[src/rtl/vx_fpu_lane_sequencer.sv]
// vx_fpu_lane_sequencer: splits one full-warp FPU request into
// NUM_LANES-wide packets tagged with pid/sop/eop, skipping idle groups.
// Ports:
//   clk, reset                       clock, async active-high reset
//   in_valid/in_ready                warp request handshake
//   in_tmask, in_rs1..3, in_meta     warp mask, operands, metadata
//   out_valid/out_ready              packet handshake
//   out_tmask, out_rs1..3, out_meta  packet mask, operands, metadata
//   out_pid, out_sop, out_eop        packet index and framing
//   busy                             a warp is held
module vx_fpu_lane_sequencer #(
   parameter  int NUM_THREADS = 8,
   parameter  int NUM_LANES   = 2,
   parameter  int DATA_W      = 32,
   parameter  int META_W      = 64,
   localparam int NUM_PIDS    = NUM_THREADS / NUM_LANES,
   localparam int PID_W       = (NUM_PIDS > 1) ? $clog2(NUM_PIDS) : 1,
   localparam int TW          = NUM_THREADS * DATA_W,
   localparam int LW          = NUM_LANES * DATA_W
) (
   input  logic                   clk,
   input  logic                   reset,
   input  logic                   in_valid,
   output logic                   in_ready,
   input  logic [NUM_THREADS-1:0] in_tmask,
   input  logic [TW-1:0]          in_rs1,
   input  logic [TW-1:0]          in_rs2,
   input  logic [TW-1:0]          in_rs3,
   input  logic [META_W-1:0]      in_meta,
   output logic                   out_valid,
   input  logic                   out_ready,
   output logic [NUM_LANES-1:0]   out_tmask,
   output logic [LW-1:0]          out_rs1,
   output logic [LW-1:0]          out_rs2,
   output logic [LW-1:0]          out_rs3,
   output logic [META_W-1:0]      out_meta,
   output logic [PID_W-1:0]       out_pid,
   output logic                   out_sop,
   output logic                   out_eop,
   output logic                   busy
);

   localparam logic [0:0] S_IDLE  = 1'b0;
   localparam logic [0:0] S_SPLIT = 1'b1;

   logic [0:0]             r_state;
   logic [NUM_THREADS-1:0] r_tmask;
   logic [TW-1:0]          r_rs1;
   logic [TW-1:0]          r_rs2;
   logic [TW-1:0]          r_rs3;
   logic [META_W-1:0]      r_meta;
   logic [NUM_PIDS-1:0]    r_grp_act;
   logic [PID_W-1:0]       r_pid;
   logic                   r_sop;

   logic [NUM_PIDS-1:0]    w_in_act;
   logic [PID_W-1:0]       w_first_pid;
   logic [PID_W-1:0]       w_next_pid;
   logic                   w_more;
   logic [NUM_LANES-1:0]   w_sel_tmask;
   logic [LW-1:0]          w_sel_rs1;
   logic [LW-1:0]          w_sel_rs2;
   logic [LW-1:0]          w_sel_rs3;
   logic                   w_valid;
   logic                   w_eop;
   logic                   w_out_fire;
   logic                   w_in_fire;

   // group activity of the incoming warp
   always_comb begin
      w_in_act = '0;
      for (int p = 0; p < NUM_PIDS; p++)
         w_in_act[p] = |in_tmask[p*NUM_LANES +: NUM_LANES];
   end

   // lowest active group; an all-zero mask falls back to pid 0
   always_comb begin
      w_first_pid = '0;
      for (int p = NUM_PIDS - 1; p >= 0; p--)
         if (w_in_act[p]) w_first_pid = PID_W'(p);
   end

   // lowest active group strictly above the current pid
   always_comb begin
      w_next_pid = '0;
      w_more     = 1'b0;
      for (int p = NUM_PIDS - 1; p >= 0; p--) begin
         if (r_grp_act[p] && (PID_W'(p) > r_pid)) begin
            w_next_pid = PID_W'(p);
            w_more     = 1'b1;
         end
      end
   end

   always_comb begin
      w_sel_tmask = '0;
      w_sel_rs1   = '0;
      w_sel_rs2   = '0;
      w_sel_rs3   = '0;
      for (int p = 0; p < NUM_PIDS; p++) begin
         if (r_pid == PID_W'(p)) begin
            w_sel_tmask = r_tmask[p*NUM_LANES +: NUM_LANES];
            w_sel_rs1   = r_rs1[p*LW +: LW];
            w_sel_rs2   = r_rs2[p*LW +: LW];
            w_sel_rs3   = r_rs3[p*LW +: LW];
         end
      end
   end

   assign w_valid    = (r_state == S_SPLIT);
   assign w_eop      = w_valid && !w_more;
   assign w_out_fire = w_valid && out_ready;
   // accept the next warp in the same cycle the last packet leaves
   assign in_ready   = (r_state == S_IDLE) || (w_out_fire && w_eop);
   assign w_in_fire  = in_valid && in_ready;

   always_ff @(posedge clk or posedge reset) begin
      if (reset) begin
         r_state   <= S_IDLE;
         r_tmask   <= '0;
         r_rs1     <= '0;
         r_rs2     <= '0;
         r_rs3     <= '0;
         r_meta    <= '0;
         r_grp_act <= '0;
         r_pid     <= '0;
         r_sop     <= 1'b0;
      end else if (w_in_fire) begin
         r_state   <= S_SPLIT;
         r_tmask   <= in_tmask;
         r_rs1     <= in_rs1;
         r_rs2     <= in_rs2;
         r_rs3     <= in_rs3;
         r_meta    <= in_meta;
         r_grp_act <= w_in_act;
         r_pid     <= w_first_pid;
         r_sop     <= 1'b1;
      end else if (w_out_fire) begin
         r_sop <= 1'b0;
         if (w_eop)
            r_state <= S_IDLE;
         else
            r_pid <= w_next_pid;
      end
   end

   assign out_valid = w_valid;
   assign busy      = w_valid;
   assign out_tmask = w_sel_tmask;
   assign out_rs1   = w_sel_rs1;
   assign out_rs2   = w_sel_rs2;
   assign out_rs3   = w_sel_rs3;
   assign out_meta  = r_meta;
   assign out_pid   = r_pid;
   assign out_sop   = r_sop;
   assign out_eop   = w_eop;

endmodule
[config.mk]
export PLATFORM = sky130hd
export DESIGN_NAME = vx_fpu_lane_sequencer
export DESIGN_NICKNAME = d
export VERILOG_FILES = /design/src/rtl/vx_fpu_lane_sequencer.sv
export SDC_FILE = /design/constraint.sdc
export NUM_CORES = 2
export LEC_CHECK = 0
export BUFFER_PORTS_ARGS = -buffer_cell sky130_fd_sc_hd__buf_2
export CAP_MARGIN = 20
export CORE_AREA = 5 5 432 434
export CTS_CLUSTER_DIAMETER = 200
export DETAILED_ROUTE_END_ITERATION = 10
export DIE_AREA = 0 0 437 439
export PLACE_DENSITY_LB_ADDON = 0.12
export SLEW_MARGIN = 25
export SYNTH_ARGS = -nofsm -noshare
export SYNTH_HDL_FRONTEND = slang
export SYNTH_SLANG_ARGS = --single-unit
[constraint.sdc]
create_clock -name clk -period 31.9 [get_ports clk]
set_input_delay 3.19 -clock clk [delete_from_list [all_inputs] [get_ports clk]]
set_output_delay 3.19 -clock clk [all_outputs]
set_load 0.03 [all_outputs]
# Word level (Yosys, flattened, before mapping)

Cells that the tools add are included.

Order comparisons: 4
Eq/ne operators: 4
Muxes and demuxes: 36
Bitwise operators: 1
Reduce and logical (&&, ||, !) cells: 19

Operators with widths:

| kind                                               | count |
|---|---|
| 2-to-1 mux 64 bit                                  | 12 |
| 2-to-1 mux 2 bit                                   | 15 |
| 2-to-1 mux 1 bit                                   | 9 |
| logical AND 1 bit                                  | 8 |
| OR reduction 2 bit                                 | 4 |
| == test 2 bit (second input constant)              | 2 |
| > comparator 1 x 2 -> 1 bit (first input constant) | 2 |
| > comparator 2 bit (first input constant)          | 2 |
| AND reduction 2 bit                                | 2 |
| nonzero test 2 bit                                 | 2 |
| == test 2 x 1 -> 1 bit (second input constant)     | 1 |
| logical NOT 2 bit                                  | 1 |
| != test 2 x 1 -> 1 bit (second input constant)     | 1 |
| logical NOT 1 bit                                  | 1 |
| logical OR 1 bit                                   | 1 |
| inverter 1 bit                                     | 1 |

Bits in registers: 848
Input port bits: 844
Output and inout bits: 265
Logic and storage cells: 73

# Logic depth before layout (Yosys ltp)

Word-level depth: 13
Gate-level depth with buffers: 10

# Least setup slack after synthesis

Ideal clock, no wire load.

Path kind: input-to-output
From: input port out_ready
To: output port in_ready
Arrival time: 3.635 ns
Path slack: 25.075 ns
Stages: 3
Path buffers: 0
Path through: inv_1 -> nand2_1 -> and3_1

Word-level cells in the longest chain between the ends: 3

Ends and longest elaborated chain:

| element           | line | RTL |
|---|---|---|
| from (decl)       | 31   | `input logic out_ready,` |
| logical AND 1 bit | 112  | `assign w_out_fire = w_valid && out_ready;` |
| logical AND 1 bit | 114  | `assign in_ready = (r_state == S_IDLE) \|\| (w_out_fire && w_eop);` |
| logical OR 1 bit  | 114  |  |
| to (decl)         | 24   | `output logic in_ready,` |

No other way between the ends.

# Worst setup path after layout

From: register r_pid[0] (netlist: out_pid[0])
To: output port out_rs2[30]

Word-level cells in the longest chain between the ends: 5
Elaborated cells on any way between the ends: 8
Classes of those cells: 3 x eq/ne; 4 x mux; 1 x reduce/logical

Ends and longest elaborated chain:

| element                         | line | RTL |
|---|---|---|
| from (decl)                     | 53   | `logic [PID_W-1:0] r_pid;` |
| from (signal assigned)          | 136  | `r_pid <= w_first_pid;` |
| from (signal assigned)          | 143  | `r_pid <= w_next_pid;` |
| logical NOT 2 bit               | 101  | `if (r_pid == PID_W'(p)) begin` |
| 2-to-1 mux 64 bit (3 in series) | 101  |  |
| 2-to-1 mux 64 bit *             | 101  |  |
| to (decl)                       | 34   | `output logic [LW-1:0] out_rs2,` |

Every way passes the cells marked *; elsewhere a longest branch is shown, timed or not.

==> reports/summary.json <==
{
  "timing_worst_slew_pin_value": {"value": 1.09, "unit": "ns"},
  "timing.max_slew.rel_slack": {"value": 0.276},
  "dieHeight": {"value": 439, "unit": "um"},
  "finalSetupViolCount": {"value": 0},
  "area_growth_syn_to_layout": {"value": 31.3, "unit": "%"},
  "maxSlewViolCount": {"value": 0},
  "vdd_ir_drop_max": {"value": 0.0607, "unit": "mV"},
  "syn_area_per_cell": {"value": 9.51, "unit": "um2"},
  "placedInstanceArea": {"value": 44200, "unit": "um2"},
  "cts.hold.buffers_added": {"value": 0},
  "sequential_area_share_after_synthesis": {"value": 0.581},
  "synth_fa_ha_area_frac": {"value": 0},
  "yosysMostFrequentCell": {"value": "sky130_fd_sc_hd__nand2_1"},
  "worst_setup_path_start_kind": {"value": "flop"},
  "global_route_overflow": {"value": 0},
  "cts_buffers": {"value": 108},
  "synth.ff_latch_count": {"value": 847},
  "postLayoutSetupSlackWorst": {"value": 24.74, "unit": "ns"},
  "clk_path_buf_depth": {"value": 3},
  "power_density_of_the_placed_cells": {"value": 119, "unit": "nW/um2"},
  "yosys-mux-area-fraction": {"value": 0.120},
  "via_count_of_the_first_global_routing_pass": {"value": 31500},
  "post_synth_num_cell_types": {"value": 29},
  "worst-endpoint-required": {"value": 28.71, "unit": "ns"},
  "timing.setup.tns": {"value": 0, "unit": "ns"},
  "maxClockFrequency": {"value": 0.140, "unit": "GHz"},
  "detail_routed_via_count_per_cell": {"value": 4.10},
  "placement_rows": {"value": 157},
  "endpoint_kind": {"value": "output port"},
  "synth.cells.most_frequent": {"value": "2528 x sky130_fd_sc_hd__nand2_1, 847 x sky130_fd_sc_hd__dfrtp_1, 194 x sky130_fd_sc_hd__mux4_2"},
  "drv_cap": {"value": 0},
  "antenna_violating_nets_remaining": {"value": 0},
  "initial_utilization": {"value": 0.200},
  "criticalPathCategory": {"value": "flop to output port"},
  "antenna_violations_before_repair": {"value": 162},
  "layout.nets": {"value": 5705},
  "crit_share_post_route": {"value": 0.225},
  "design.core.area": {"value": 182000, "unit": "um2"},
  "drt_first_pass_iters": {"value": 5},
  "portBuffers": {"value": 1108},
  "drt_wl_total": {"value": 166000, "unit": "um"},
  "synthDominantAreaCellType": {"value": "sky130_fd_sc_hd__dfrtp_1"},
  "rrSetupSlack": {"value": 26.42, "unit": "ns"},
  "synth_simple_gate_area_frac": {"value": 0.263},
  "synth-async-reset-ratio": {"value": 1.00},
  "hpwl": {"value": 121000, "unit": "um"},
  "drive_above_1_share": {"value": 0.305},
  "finalWorstPathRequiredPeriod": {"value": 7.16, "unit": "ns"},
  "avgRoutedWirePerCell": {"value": 22.4, "unit": "um"},
  "finalInstanceArea": {"value": 47900, "unit": "um2"},
  "cts_htree_levels": {"value": 3},
  "synth_enable_flop_cells": {"value": 0},
  "hold_class": {"value": "flop to flop"},
  "final_gp_congestion": {"value": 0.844},
  "synth_flop_cell": {"value": "sky130_fd_sc_hd__dfrtp_1"},
  "critical_path_peak_fanout": {"value": 89},
  "layout.core_utilization": {"value": 0.263},
  "die_area": {"value": 192000, "unit": "um2"},
  "drt-initial-drc-count": {"value": 1729},
  "track_usage": {"value": 0.167},
  "status": {"value": "finished, final reports clean"},
  "design.portCount": {"value": 1109},
  "yosys.area.top_type_share": {"value": 0.581},
  "synth_compound_area_frac": {"value": 0.00309},
  "clkTransAtPathRegs": {"value": 0.06, "unit": "ns"},
  "synth.area.top_cells": {"value": "sky130_fd_sc_hd__dfrtp_1 58%, sky130_fd_sc_hd__nand2_1 26%, sky130_fd_sc_hd__mux4_2 12%"},
  "tritoncts": {"value": "built"},
  "finalClockSkew": {"value": 0.0258, "unit": "ns"},
  "final-hold-violation-count": {"value": 0},
  "parity_gate_share_of_the_synthesized_area_counting_xor_and_xnor_cells": {"value": 0},
  "wire_length_of_the_first_global_routing_pass": {"value": 233000, "unit": "um"},
  "clk_latency": {"value": 0.74, "unit": "ns"},
  "clkSinkCount": {"value": 847},
  "cp_data_arrival_time": {"value": 3.97, "unit": "ns"},
  "die_w": {"value": 437, "unit": "um"},
  "leakage": {"value": 25.6, "unit": "nW"},
  "drc": {"value": 0},
  "post_synth_inst_count": {"value": 3839},
  "count_of_vias_placed_by_the_detailed_router": {"value": 30400},
  "post_cts.resized_instances": {"value": 0},
  "clock_tree.root_cell": {"value": "sky130_fd_sc_hd__clkbuf_16"},
  "postCtsSetupBuffers": {"value": 0},
  "rsz0062_at_grt": {"value": "no"},
  "largest_net_degree_at_the_start_of_global_routing": {"value": 170},
  "dp_slack": {"value": 23.85, "unit": "ns"},
  "post_synthesis_instance_area": {"value": 36500, "unit": "um2"},
  "syn-num-nets": {"value": 4683},
  "combinational_family_with_the_most_area_after_synthesis": {"value": "simple AND/OR/NAND/NOR gates"},
  "synth.yosys.warnings": {"value": 0}
}
[through the flow]
stage / hold slack [ns] / cells / power [W]
finish: 0.466 / 7400 / 0.00571
floorplan: 0.440 / 3839 / 0.00361
global placement: 0.453 / 7136 / 0.00454
detailed placement: 0.456 / 7136 / 0.00455
global route: 0.485 / 7382 / 0.00612
CTS: 0.471 / 7335 / 0.00585
[area by class of cell]
| type | instances | area (um2) |
|---|---|---|
| Inverter | 4 | 22.5 |
| Clock buffer | 169 | 3190 |
| Sequential cell | 847 | 21200 |
| Antenna cell | 65 | 163 |
| Tap cell | 2385 | 2980 |
| Timing Repair Buffer | 1145 | 5900 |
| Multi-Input combinational cell | 2755 | 14100 |
| Clock inverter | 30 | 380 |
| Fill cell | 20000 | 134000 |
[routing by layer]
layer	vias up	part of all wire	track usage
met4	40	0.039	0.0780
met5	-	0.0015	0
met2	940	0.49	0.274
met3	381	0.062	0.0480
li1	14200	-	-
met1	14800	0.40	0.201
[power breakdown]
part           switching, W  internal (W)  leakage [nW]
sequential         0.000308       0.00158          10.6
combinational       0.00171      0.000858          13.3
clock              0.000514      0.000742          1.76
[cell usage in the layout, fill, tap and decap left out, types with 2 or more instances in the layout]
cell                        synthesis  routed
sky130_fd_sc_hd__a211oi_1           2       2
sky130_fd_sc_hd__a31oi_1            2       2
sky130_fd_sc_hd__buf_12             0       5
sky130_fd_sc_hd__buf_2            134    1108
sky130_fd_sc_hd__buf_4             32      28
sky130_fd_sc_hd__buf_6              7       4
sky130_fd_sc_hd__bufinv_16          0       7
sky130_fd_sc_hd__clkbuf_1          48      37
sky130_fd_sc_hd__clkbuf_16          0     110
sky130_fd_sc_hd__clkbuf_8           0      22
sky130_fd_sc_hd__clkinv_2           0      14
sky130_fd_sc_hd__dfrtp_1          847     845
sky130_fd_sc_hd__dfrtp_4            0       2
sky130_fd_sc_hd__diode_2            0      65
sky130_fd_sc_hd__inv_1              4       3
sky130_fd_sc_hd__inv_6              0       5
sky130_fd_sc_hd__inv_8              0       2
sky130_fd_sc_hd__mux4_2           194     194
sky130_fd_sc_hd__nand2_1         2528    2528
sky130_fd_sc_hd__nor2_1             7       7
sky130_fd_sc_hd__nor2b_1            2       2
sky130_fd_sc_hd__nor2b_2            2       2
sky130_fd_sc_hd__o21ai_0            4       4
[registers in the layout, indices dropped and copies added, names as in the netlist]
register   cells
out_sop        1
out_meta      64
r_rs1        256
r_tmask        8
r_rs3        256
out_pid        2
r_grp_act      3
r_rs2        256
busy           1
[logic make-up (layout without fill, tap and decap cells)]
kind of cell	Yosys count	count (layout)
compound gates	16	16
buf+inv	237	1348
flops	847	847
mux	194	194
other cells	0	65
simple gates	2545	2545
[worst paths after layout]
path                            startpoint          end  depth (start not counted)
worst max-delay path            out_pid[0]  out_rs2[30]                          4
max in group asynchronous            reset   r_rs3[112]                          7
min in group asynchronous            reset   r_rs1[163]                          2
worst max register to register  out_pid[1]   r_rs2[197]                          9
worst min register to register  r_rs2[183]   r_rs2[183]                          2
worst min-delay path            r_rs2[183]   r_rs2[183]                          2
[critical path, stage by stage (launching register included)]
cell and delay [ns]:
sky130_fd_sc_hd__dfrtp_4 0.76, sky130_fd_sc_hd__buf_4 0.70, sky130_fd_sc_hd__buf_12 0.54, sky130_fd_sc_hd__mux4_2 0.72, sky130_fd_sc_hd__buf_2 0.24
Note: power is estimated with default switching activity, not from simulation.
